===== config.mk =====
export PLATFORM = sky130hd
export DESIGN_NAME = led_timing_conf
export DESIGN_NICKNAME = d
export VERILOG_FILES = /design/src/rtl/led_conf_pkg.sv /design/src/rtl/led_timing_conf_if.sv /design/src/rtl/led_timing_chan.sv /design/src/rtl/led_timing_conf.sv
export SDC_FILE = /design/constraint.sdc
export NUM_CORES = 1
export LEC_CHECK = 0
export BUFFER_PORTS_ARGS = -buffer_cell sky130_fd_sc_hd__buf_2
export CELL_PAD_IN_SITES_DETAIL_PLACEMENT = 1
export CELL_PAD_IN_SITES_GLOBAL_PLACEMENT = 1
export CORE_ASPECT_RATIO = 1.5
export CORE_MARGIN = 2
export CORE_UTILIZATION = 45
export CTS_CLUSTER_DIAMETER = 60
export CTS_CLUSTER_SIZE = 28
export DETAILED_ROUTE_END_ITERATION = 8
export PLACE_DENSITY = 0.82
export SLEW_MARGIN = 30
export SYNTH_ARGS = -nofsm -noshare
export SYNTH_HDL_FRONTEND = slang
export SYNTH_SLANG_ARGS = --single-unit

===== constraint.sdc =====
create_clock -name clk_in -period 9.02 [get_ports clk_in]
set_input_delay 0.902 -clock clk_in [delete_from_list [all_inputs] [get_ports clk_in]]
set_output_delay 0.902 -clock clk_in [all_outputs]
set_load 0.01 [all_outputs]

===== src/rtl/led_conf_pkg.sv =====
// Shared constants for the LED timing configuration block: register map and commit FSM states.
package led_conf_pkg;

  localparam logic [1:0] REG_T0H = 2'd0;
  localparam logic [1:0] REG_T0L = 2'd1;
  localparam logic [1:0] REG_T1H = 2'd2;
  localparam logic [1:0] REG_T1L = 2'd3;
  localparam int         NUM_REGS = 4;

  localparam logic [5:0] ADDR_COMMIT = 6'h3C;
  localparam logic [5:0] ADDR_MODE   = 6'h3D;

  typedef enum logic [1:0] {
    IDLE  = 2'd0,
    ARMED = 2'd1,
    APPLY = 2'd2
  } conf_state_t;

  function automatic logic is_commit(input logic wr_en, input logic [5:0] addr,
                                     input logic [7:0] data);
    return wr_en && (addr == ADDR_COMMIT) && data[0];
  endfunction

endpackage


===== src/rtl/led_timing_conf_if.sv =====
// Host-side register bus of the LED timing block: write port, readback address and frame strobe.
interface led_timing_conf_if;
  logic       wr_en;
  logic [5:0] wr_addr;
  logic [7:0] wr_data;
  logic [5:0] rd_addr;
  logic       frame_done;

  modport master (output wr_en, wr_addr, wr_data, rd_addr, frame_done);
  modport slave  (input  wr_en, wr_addr, wr_data, rd_addr, frame_done);
endinterface


===== src/rtl/led_timing_chan.sv =====
// One LED channel: shadow and active copies of the four bit-timing counts, zero writes clamp to 1.
module led_timing_chan
  import led_conf_pkg::*;
#(
  parameter int                   CNT_WIDTH = 8,
  parameter logic [3:0]           CH_IDX    = 4'd0,
  parameter logic [CNT_WIDTH-1:0] T0H_DEF   = 8'h01,
  parameter logic [CNT_WIDTH-1:0] T0L_DEF   = 8'h12,
  parameter logic [CNT_WIDTH-1:0] T1H_DEF   = 8'h23,
  parameter logic [CNT_WIDTH-1:0] T1L_DEF   = 8'h34
) (
  input  logic                                  clk_in,
  input  logic                                  rst_in,
  led_timing_conf_if.slave                      bus,
  input  logic                                  apply_in,
  output logic [NUM_REGS-1:0][CNT_WIDTH-1:0]    shadow_out,
  output logic [NUM_REGS-1:0][CNT_WIDTH-1:0]    active_out
);

  localparam logic [NUM_REGS-1:0][CNT_WIDTH-1:0] DEF_VEC = {T1L_DEF, T1H_DEF, T0L_DEF, T0H_DEF};

  logic [NUM_REGS-1:0][CNT_WIDTH-1:0] r_shadow;
  logic [NUM_REGS-1:0][CNT_WIDTH-1:0] r_active;
  logic [CNT_WIDTH-1:0]               w_wr_val;
  logic                               w_hit;

  // Channel 15 aliases the control addresses; CH_IDX never reaches it.
  assign w_hit    = bus.wr_en && (bus.wr_addr[5:2] == CH_IDX);
  assign w_wr_val = (bus.wr_data[CNT_WIDTH-1:0] == '0) ? CNT_WIDTH'(1)
                                                        : bus.wr_data[CNT_WIDTH-1:0];

  always_ff @(posedge clk_in or posedge rst_in) begin
    if (rst_in) begin
      r_shadow <= DEF_VEC;
    end else begin
      for (int i = 0; i < NUM_REGS; i++) begin
        if (w_hit && (bus.wr_addr[1:0] == 2'(i)))
          r_shadow[i] <= w_wr_val;
      end
    end
  end

  // Active takes the pre-edge shadow, so a write in the apply cycle stays in shadow only.
  always_ff @(posedge clk_in or posedge rst_in) begin
    if (rst_in)
      r_active <= DEF_VEC;
    else if (apply_in)
      r_active <= r_shadow;
  end

  assign shadow_out = r_shadow;
  assign active_out = r_active;

endmodule


===== src/rtl/led_timing_conf.sv =====
// LED timing configuration: per-channel shadow/active counts with a frame-synchronised commit FSM.
module led_timing_conf
  import led_conf_pkg::*;
#(
  parameter int                   CH_NUM    = 4,
  parameter int                   CNT_WIDTH = 8,
  parameter logic [CNT_WIDTH-1:0] T0H_DEF   = 8'h01,
  parameter logic [CNT_WIDTH-1:0] T0L_DEF   = 8'h12,
  parameter logic [CNT_WIDTH-1:0] T1H_DEF   = 8'h23,
  parameter logic [CNT_WIDTH-1:0] T1L_DEF   = 8'h34
) (
  input  logic                          clk_in,
  input  logic                          rst_in,
  input  logic                          wr_en_in,
  input  logic [5:0]                    wr_addr_in,
  input  logic [7:0]                    wr_data_in,
  input  logic [5:0]                    rd_addr_in,
  output logic [7:0]                    rd_data_out,
  input  logic                          frame_done_in,
  output logic [CH_NUM*CNT_WIDTH-1:0]   t0h_cnt_out,
  output logic [CH_NUM*CNT_WIDTH-1:0]   t0l_cnt_out,
  output logic [CH_NUM*CNT_WIDTH-1:0]   t1h_cnt_out,
  output logic [CH_NUM*CNT_WIDTH-1:0]   t1l_cnt_out,
  output logic                          pending_out,
  output logic                          update_done_out
);

  led_timing_conf_if u_bus ();

  assign u_bus.wr_en      = wr_en_in;
  assign u_bus.wr_addr    = wr_addr_in;
  assign u_bus.wr_data    = wr_data_in;
  assign u_bus.rd_addr    = rd_addr_in;
  assign u_bus.frame_done = frame_done_in;

  conf_state_t r_state;
  conf_state_t w_state_next;
  logic        r_mode;
  logic [7:0]  r_rd_data;
  logic [7:0]  w_rd_next;
  logic        w_commit;
  logic        w_apply;

  logic [NUM_REGS-1:0][CNT_WIDTH-1:0] w_shadow [CH_NUM];
  logic [NUM_REGS-1:0][CNT_WIDTH-1:0] w_active [CH_NUM];

  genvar gi;
  generate
    for (gi = 0; gi < CH_NUM; gi++) begin : g_chan
      led_timing_chan #(
        .CNT_WIDTH (CNT_WIDTH),
        .CH_IDX    (4'(gi)),
        .T0H_DEF   (T0H_DEF),
        .T0L_DEF   (T0L_DEF),
        .T1H_DEF   (T1H_DEF),
        .T1L_DEF   (T1L_DEF)
      ) u_chan (
        .clk_in     (clk_in),
        .rst_in     (rst_in),
        .bus        (u_bus),
        .apply_in   (w_apply),
        .shadow_out (w_shadow[gi]),
        .active_out (w_active[gi])
      );

      assign t0h_cnt_out[gi*CNT_WIDTH +: CNT_WIDTH] = w_active[gi][REG_T0H];
      assign t0l_cnt_out[gi*CNT_WIDTH +: CNT_WIDTH] = w_active[gi][REG_T0L];
      assign t1h_cnt_out[gi*CNT_WIDTH +: CNT_WIDTH] = w_active[gi][REG_T1H];
      assign t1l_cnt_out[gi*CNT_WIDTH +: CNT_WIDTH] = w_active[gi][REG_T1L];
    end
  endgenerate

  assign w_commit = is_commit(u_bus.wr_en, u_bus.wr_addr, u_bus.wr_data);

  always_ff @(posedge clk_in or posedge rst_in) begin
    if (rst_in)
      r_state <= IDLE;
    else
      r_state <= w_state_next;
  end

  // A frame pulse coinciding with the commit only arms; the next frame pulse applies.
  always_comb begin
    w_state_next = r_state;
    unique case (r_state)
      IDLE:    if (w_commit) w_state_next = r_mode ? APPLY : ARMED;
      ARMED:   if (u_bus.frame_done) w_state_next = APPLY;
      APPLY:   w_state_next = IDLE;
      default: w_state_next = IDLE;
    endcase
  end

  assign w_apply         = (r_state == APPLY);
  assign update_done_out = w_apply;
  assign pending_out     = (r_state == ARMED);

  always_ff @(posedge clk_in or posedge rst_in) begin
    if (rst_in)
      r_mode <= 1'b0;
    else if (u_bus.wr_en && (u_bus.wr_addr == ADDR_MODE))
      r_mode <= u_bus.wr_data[0];
  end

  // Control addresses decode as channel 15, which is never populated.
  always_comb begin
    w_rd_next = '0;
    if (u_bus.rd_addr == ADDR_COMMIT) begin
      w_rd_next = {6'b0, pending_out, r_mode};
    end else if (u_bus.rd_addr == ADDR_MODE) begin
      w_rd_next = {7'b0, r_mode};
    end else begin
      for (int c = 0; c < CH_NUM; c++) begin
        if (u_bus.rd_addr[5:2] == 4'(c))
          w_rd_next = 8'(w_shadow[c][u_bus.rd_addr[1:0]]);
      end
    end
  end

  always_ff @(posedge clk_in or posedge rst_in) begin
    if (rst_in)
      r_rd_data <= '0;
    else
      r_rd_data <= w_rd_next;
  end

  assign rd_data_out = r_rd_data;

endmodule

==> metrics.cfg <==
[pwr]
p_leak_nw=6.68
vdd_ir_drop_max_v=0.000108
power.density_mw_per_mm2=188

[setup_path]
cp-end-kind=primary output
path_buf_inv=2
worst-path-stages=3
critical_path.top_delay_family=buffers and inverters
rr_worst_depth=5
reg2reg_to=g_chan[0].u_chan.active_out[2]
worstPathMaxFanout=51
reg2reg_from=r_state[0]
startpoint_type=register
crit_arrival_ns=2.50
rrSetupSlack_ns=6.29
crit_path_end=update_done_out
critPathKind=register to primary output
cpPeakStageDelay_ns=0.70
cp_slowest_cell=clkinv_2
cp.required_ns=8.12
crit_chain=nand2b_4 > clkinv_2 > buf_2
crit_start=r_state[0]

[routing]
drt_iter0_drc=466
routed_wl_um=31600
dr_wl_met2_um=16300
antenna_left=0
drt-met1-wl_um=12100
drc_errors=0
vias=7873
wl_met3_um=1730
dr.pass1.iters=4
viasPerCell=5.41
maxUsedRoutingLayer=met5
wl_per_cell_um=21.7

[clock_tree]
clk_pin_slew_ns=0.10
numCtsBuffers=14
cts_root_buf=clkbuf_16
cts_tree=yes
ctsHoldBuffers=0
clock_sinks=267
post_cts_buffers=0
cts-resized-gates=0
cts_max_level=1
clkLatencyLatePin_ns=0.50
clockBufferDepth=3

[yosys]
ys_top_cells_by_area=dfrtp_1, dfstp_2, nand2_1
synthXorXnorAreaFrac_pct=0
synth_top_area_share_pct=43.3
yosys.area.top_type=dfrtp_1
netlist_area_mm2=0.0113
yosys_warnings=0
syn_avg_cell_area_um2=11.4
synth_top_family_by_area=multiplexers
synth.distinct_cells=39
synth_simple_gate_area_share_pct=17.2
synthCells=991
synthMuxAreaShare_pct=18.5
yosysSeqAreaShare_pct=60.0
synth_compound_area_share_pct=1.97
ys_seq_elements=267
synth_fp_nets=1015
synthAdderAreaFrac_pct=0

[job]
drv_cap=0

[grt]
antenna_found_initial=4
grtUsageTotal_pct=24.3
first_global_vias=8542
grt_pass1_wl_um=49300
grt-ovfl-total=0
grt_max_degree=116

[floorplan]
core_area_mm2=0.0249
die_w_um=133
start_util_pct=45.3
dieHeight_um=198
die_area_mm2=0.0264
io_pins=162
num_rows=71

[timing]
max_freq_mhz=294
fin_tns_setup_ns=0
fin_crit_sh_pct=37.7
slew_violations=0
setup_violations=0
max_slew.worst_pin.slew_ns=0.840
period_minus_slack_ns=3.40
rsz0062_at_grt=no
hold_viol_final=0
clock_skew_ns=0.0249
relSlewSlack_pct=43.6

[placement]
place_hpwl_um=22300
port_buffers=161
dpl_cell_area_mm2=0.0123
dp.cells=1428
gp_congestion=0.890

[layout]
drive_gt1_share_pct=37.1
nNetsFinal=1140
final_area_mm2=0.0128
final_common_cell=nand2_1
area_delta_synth_final_pct=13.5
instances_no_fill=1456
mostFrequentLayoutCells=nand2_1, dfrtp_1, buf_2

[worst_hold_path]
hold_class=register to register
hold_start=g_chan[3].u_chan.active_out[0]
hold_depth=2

[outcome]
outcome=finished, final reports clean

[routing by layer]
metal  up-vias  GRT usage [%]
li1       3526              -
met1      4041           29.8
met2       243           42.9
met3        61           3.25
met4         2           10.8
met5         -              0
[synth_stat cells, drive strengths merged]
cell,number
a211o,1
a211oi,2
a21oi,14
a22oi,1
a311oi,2
a32oi,2
and2,1
and3,1
buf,13
clkbuf,45
dfrtp,195
dfstp,72
inv,5
mux2,121
mux2i,14
mux4,26
nand2,401
nand2b,3
nand3,10
nand3b,4
nand4,6
nor2,14
nor2b,5
nor3,7
nor3b,1
nor4,4
nor4b,2
o21a,1
o21ai,14
o311ai,1
or2,1
or3b,1
or4,1
[how the worst min path moves through the flow]
stage | endpoint | slack [ns]
detailed placement | g_chan[2].u_chan.active_out[26] | 0.45
global route | g_chan[0].u_chan.active_out[0] | 0.49
global placement | g_chan[2].u_chan.active_out[28] | 0.44
finish | g_chan[3].u_chan.active_out[0] | 0.46
CTS | g_chan[0].u_chan.active_out[17] | 0.47
floorplan | g_chan[0].u_chan.active_out[28] | 0.44
[report_power, final]
group	switching (mW)	internal, mW	total (mW)	leakage, nW
sequential	0.0990	1.32	1.41	3.40
clock	0.404	0.319	0.723	0.216
combinational	0.136	0.126	0.262	3.07
total	0.639	1.76	2.40	6.68
[worst register-to-register path: cells and delay by family (launching register included)]
kind / cells / cell delay [ns]
flops: 1 / 0.42
simple gates: 3 / 0.87
buf+inv: 2 / 1.31
[registers in the layout (all words and copies together) (netlist names)]
name / cells
g_chan.u_chan.active_out: 128
g_chan.u_chan.shadow_out: 128
rd_data_out: 8
r_state: 2
r_mode: 1
[final cells by class]
type                            instances  area, um^2
Fill cell                            2754       12100
Sequential cell                       267        6770
Multi-Input combinational cell        661        4270
Timing Repair Buffer                  167         872
Tap cell                              328         410
Clock buffer                           19         390
Clock inverter                          5        51.3
Inverter                                5        27.5
Antenna cell                            4        10.0
[metrics by stage]
stage,utilization [%],setup slack (ns),total power [mW],hold slack [ns]
2_1_floorplan,-,0.884,1.57,0.438
3_3_place_gp,49.5,5.89,1.67,0.445
3_5_place_dp,49.6,5.83,1.69,0.449
4_1_cts,51.4,5.59,2.42,0.466
5_1_grt,51.4,5.41,2.49,0.488
6_report,51.5,5.62,2.40,0.465
[kinds of logic after synthesis]
family	after synthesis
simple gates	462
flops	267
mux	161
buf+inv	63
compound gates	38
(Power assumes the default switching activity.)
